$ cat src/rtl/shift_mix_columns.sv
// AES round stage: ShiftRows on entry, then MixColumns over COLS_PER_CYCLE columns per clock.
// The final round skips MixColumns but keeps the same latency.
module shift_mix_columns #(
   parameter int unsigned WIDTH          = 128,
   parameter int unsigned COLS_PER_CYCLE = 1
) (
   input  logic             clk,
   input  logic             rst_n,
   input  logic [WIDTH-1:0] b,
   input  logic             last_round,
   input  logic             start,
   output logic [WIDTH-1:0] b_out,
   output logic             busy,
   output logic             done
);

   localparam logic [1:0] ST_IDLE = 2'd0;
   localparam logic [1:0] ST_RUN  = 2'd1;
   localparam logic [1:0] ST_DONE = 2'd2;

   // A step of 4 wraps the 2-bit counter to 0, which is harmless since RUN then lasts one edge.
   localparam logic [1:0] CNT_STEP = 2'(COLS_PER_CYCLE);
   localparam logic [1:0] CNT_SPAN = 2'(COLS_PER_CYCLE - 1);

   if (WIDTH != 128) begin : g_bad_width
      $error("shift_mix_columns: WIDTH must be 128");
   end
   if (!(COLS_PER_CYCLE == 1 || COLS_PER_CYCLE == 2 || COLS_PER_CYCLE == 4)) begin : g_bad_cpc
      $error("shift_mix_columns: COLS_PER_CYCLE must be 1, 2 or 4");
   end

   function automatic logic [7:0] xtime(input logic [7:0] x);
      return {x[6:0], 1'b0} ^ (x[7] ? 8'h1b : 8'h00);
   endfunction

   // One MixColumns column; row r lives in bits [8r+7:8r].
   function automatic logic [31:0] mix_col(input logic [31:0] c);
      logic [7:0] a0, a1, a2, a3, o0, o1, o2, o3;
      a0 = c[7:0];
      a1 = c[15:8];
      a2 = c[23:16];
      a3 = c[31:24];
      o0 = xtime(a0) ^ xtime(a1) ^ a1 ^ a2 ^ a3;
      o1 = a0 ^ xtime(a1) ^ xtime(a2) ^ a2 ^ a3;
      o2 = a0 ^ a1 ^ xtime(a2) ^ xtime(a3) ^ a3;
      o3 = xtime(a0) ^ a0 ^ a1 ^ a2 ^ xtime(a3);
      return {o3, o2, o1, o0};
   endfunction

   function automatic logic [127:0] shift_rows(input logic [127:0] x);
      logic [127:0] s;
      s = '0;
      for (int unsigned c = 0; c < 4; c++) begin
         for (int unsigned r = 0; r < 4; r++) begin
            s[32*c + 8*r +: 8] = x[32*((c + r) % 4) + 8*r +: 8];
         end
      end
      return s;
   endfunction

   logic [1:0]   state_q, state_d;
   logic [1:0]   cnt_q, cnt_d;
   logic [127:0] work_q, work_d;
   logic         last_q, last_d;
   logic [127:0] b_out_q, b_out_d;
   logic         done_q, done_d;
   logic         busy_q, busy_d;
   logic [1:0]   col_idx;

   always_ff @(posedge clk or negedge rst_n) begin
      if (!rst_n) begin
         state_q <= ST_IDLE;
         cnt_q   <= '0;
         work_q  <= '0;
         last_q  <= 1'b0;
         b_out_q <= '0;
         done_q  <= 1'b0;
         busy_q  <= 1'b0;
      end else begin
         state_q <= state_d;
         cnt_q   <= cnt_d;
         work_q  <= work_d;
         last_q  <= last_d;
         b_out_q <= b_out_d;
         done_q  <= done_d;
         busy_q  <= busy_d;
      end
   end

   always_comb begin
      state_d = state_q;
      cnt_d   = cnt_q;
      work_d  = work_q;
      last_d  = last_q;
      b_out_d = b_out_q;
      done_d  = 1'b0;
      col_idx = '0;
      case (state_q)
         ST_IDLE: begin
            if (start) begin
               work_d  = shift_rows(b[127:0]);
               last_d  = last_round;
               cnt_d   = '0;
               state_d = ST_RUN;
            end
         end
         ST_RUN: begin
            for (int unsigned j = 0; j < COLS_PER_CYCLE; j++) begin
               col_idx = cnt_q + 2'(j);
               if (!last_q) begin
                  work_d[32*col_idx +: 32] = mix_col(work_q[32*col_idx +: 32]);
               end
            end
            cnt_d = cnt_q + CNT_STEP;
            if (2'(cnt_q + CNT_SPAN) == 2'd3) begin
               state_d = ST_DONE;
            end
         end
         ST_DONE: begin
            b_out_d = work_q;
            done_d  = 1'b1;
            state_d = ST_IDLE;
         end
         default: state_d = ST_IDLE;
      endcase
      busy_d = (state_d == ST_RUN) || (state_d == ST_DONE);
   end

   assign b_out = b_out_q;
   assign done  = done_q;
   assign busy  = busy_q;

endmodule
$ cat config.mk
export PLATFORM = sky130hd
export DESIGN_NAME = shift_mix_columns
export DESIGN_NICKNAME = d
export VERILOG_FILES = /design/src/rtl/shift_mix_columns.sv
export SDC_FILE = /design/constraint.sdc
export NUM_CORES = 1
export LEC_CHECK = 0
export ABC_AREA = 1
export CORE_MARGIN = 3
export CORE_UTILIZATION = 50
export DETAILED_ROUTE_END_ITERATION = 12
export PLACE_DENSITY_LB_ADDON = 0.12
export SLEW_MARGIN = 0
export SYNTH_ARGS = -nofsm -noshare
export SYNTH_HDL_FRONTEND = slang
export SYNTH_SLANG_ARGS = --single-unit
$ cat constraint.sdc
create_clock -name clk -period 6.4 [get_ports clk]
set_input_delay 0.64 -clock clk [delete_from_list [all_inputs] [get_ports clk]]
set_output_delay 0.64 -clock clk [all_outputs]
set_load 0.01 [all_outputs]
==> run_results.csv <==
group,metric,value,unit
sta,finClkSkew,0.0188,ns
detailed_routing,post-route-drc-count,0,
finish,final_area,18100,µm²
sta,finalSetupViolCount,0,
clock_network,root_buffer,"clkbuf_16",
synth,synth_area,14500,µm²
floorplan,rows,61,
global_route,grt_pass1_wl,86600,µm
clock_network,cts_hold_buf,0,
global_route,antenna_found_initial,3,
outcome,status,"finished clean",
clock_network,clkLatencyLatePin,0.57,ns
finish,final_cell_mix,"724 x nand2_1, 262 x dfrtp_1, 260 x clkdlybuf4s50_1",
synth,avgSynthCellArea,7.41,µm²
place,place.gp.congestion,1.01,
clock_network,htreeDepth,1,
detailed_routing,via_per_inst,5.91,
place,io_buffers,261,
finish,syn_to_final_growth,24.6,%
critical_path,startpoint_type,"register",
sta,maxSlewViolCount,0,
critical_path,cp.required,6.88,ns
detailed_routing,drt_iter0_drc,1843,
floorplan,fp.dieW,177,µm
synth,syn_nets,2098,
sta,fin_crit_sh,52.2,%
sta,finalHoldViolCount,0,
detailed_routing,wire_per_inst,22.9,µm
synth,synthesis.instances,1962,
finish,drive_gt1_share,6.09,%
floorplan,core_area,28200,µm²
sta,max_freq,299,MHz
sta,finalCriticalPeriod,3.34,ns
place,post_dp_cell_area,17200,µm²
clock_network,cts_resized,0,
synth,ys_ff_latch,263,
global_route,grtUsageTotal,36.8,%
synth,yosys_warnings,0,
critical_path,cp-end-kind,"register",
global_route,grt-ovfl-total,0,
floorplan,die_y,177,µm
sta,tns,0,ns
clock_network,cts_inserted_buffers,28,
synth,ys_seq_area_share,45.3,%
finish,nets,2284,
global_route,grt_max_degree,171,
floorplan,die_area,31200,µm²
global_route,first_global_vias,14200,
detailed_routing,wl,58400,µm
clock_network,cts.sinks,263,
sta,worst_pin_slew,1.10,ns
critical_path,critPathArrivalTime,3.83,ns
flow_run,drv_cap,0,
detailed_routing,drt_pass1_iterations,6,
clock_network,cts_setup_buffers,0,
critical_path,cp_max_fo,72,
clock_network,cts_max_path_buffers,3,
sta,slew_headroom,26.9,%
floorplan,io_pins,262,
synth,synth_edf_count,0,
detailed_routing,vias,15100,
detailed_routing,ant_nets,0,
finish,final_common_cell,"nand2_1",
floorplan,start_util,51.5,%
critical_path,worst-setup-path-type,"register to register",
sta,finalWorstSetupSlack,3.06,ns
clock_network,path_clk_slew,0.06,ns
sta,rsz0062_at_grt,"no",
clock_network,cts_tree,"yes",
synth,synthFlopType,"dfrtp_1",
place,dp_slack,3.19,ns
worst_hold_path,worstHoldPathType,"primary input to async pin",
synth,synth_cell_type_count,34,
sta,hold_ws,0.0578,ns
synth,async_flop_share,100,%
place,dp.final_hpwl,41800,µm
[registers in the layout (all words and copies together) (netlist names)]
register  count
work_q      128
busy          1
b_out       128
cnt_q         2
state_q       2
done          1
last_q        1
[cells in the mapped netlist (4+ instances only)]
| library cell | n | share of area, % |
|---|---|---|
| nand3_1 | 158 | 5.4 |
| inv_1 | 160 | 4.1 |
| nor2_1 | 8 | 0.21 |
| a21oi_1 | 132 | 4.5 |
| buf_6 | 11 | 0.85 |
| ha_1 | 4 | 0.34 |
| clkbuf_1 | 76 | 2.0 |
| a21boi_1 | 50 | 2.6 |
| dfrtp_1 | 263 | 45 |
| buf_2 | 22 | 0.76 |
| o21ai_0 | 131 | 4.5 |
| nand4_1 | 58 | 2.5 |
| buf_4 | 6 | 0.31 |
| nand2_2 | 37 | 1.6 |
| nor2_2 | 4 | 0.17 |
| nand2_1 | 724 | 19 |
| nand3b_1 | 4 | 0.21 |
| a22oi_1 | 72 | 3.7 |
| inv_2 | 12 | 0.31 |
| xnor2_1 | 6 | 0.36 |
[cell type report]
cell class              count  area (µm²)
flip-flops and latches    263        6590
diodes                      3        7.51
clock inverters             7        68.8
well taps                 378         473
clock buffers              42         833
multi-input cells        1404        6730
repair buffers            276        2740
inverters                 175         674
fillers                  2424       10100
[cells by family after synthesis]
group	count (synthesis)	share of synthesized area, %
simple gates	995	28.9
compound gates	393	15.8
buf+inv	295	8.78
flops	263	45.3
xor+xnor	11	0.869
fa+ha+maj	4	0.344
mux	1	0.0774
[metal layers]
layer | vias up | part of all wire [%] | global-route usage (%)
met1 | 7254 | 41 | 51.3
met2 | 858 | 42 | 53.0
met5 | - | 0.045 | 0
met4 | 4 | 5.5 | 17.8
li1 | 6778 | - | -
met3 | 166 | 11 | 10.5
[stage by stage]
step,instances,utilization (%)
after CTS,2545,64.1
after floorplan,1962,-
final,2548,64.2
after detailed placement,2496,60.9
after global routing,2545,64.1
after global placement,2496,60.9
[path summary, 6_finish.rpt]
path / from / end / slack [ns] / depth (start not counted)
worst max-delay path: cnt_q[0] / work_q[48] / 3.06 / 13
worst min-delay path: rst_n / b_out[76] / 0.06 / 1
worst max register to register: cnt_q[0] / work_q[48] / 3.06 / 13
worst min register to register: b_out[3] / b_out[3] / 0.48 / 2
max in group asynchronous: rst_n / cnt_q[0] / 4.80 / 2
min in group clk: b_out[3] / b_out[3] / 0.48 / 2
[worst max-delay path, stage by stage, from the launching register on]
cell,delay [ns]
dfrtp_4,0.67
inv_8,0.40
nand2_1,0.18
nand3_1,0.12
nand2_2,0.17
inv_2,0.21
nand2_1,0.11
nand2_2,0.11
nand2_1,0.08
nand2_1,0.07
nand2_1,0.04
nand2_1,0.56
nand4_1,0.21
a21boi_1,0.21
Power is not shown: default switching activity piles up to over one toggle a cycle in this logic, so the estimate is an artifact.
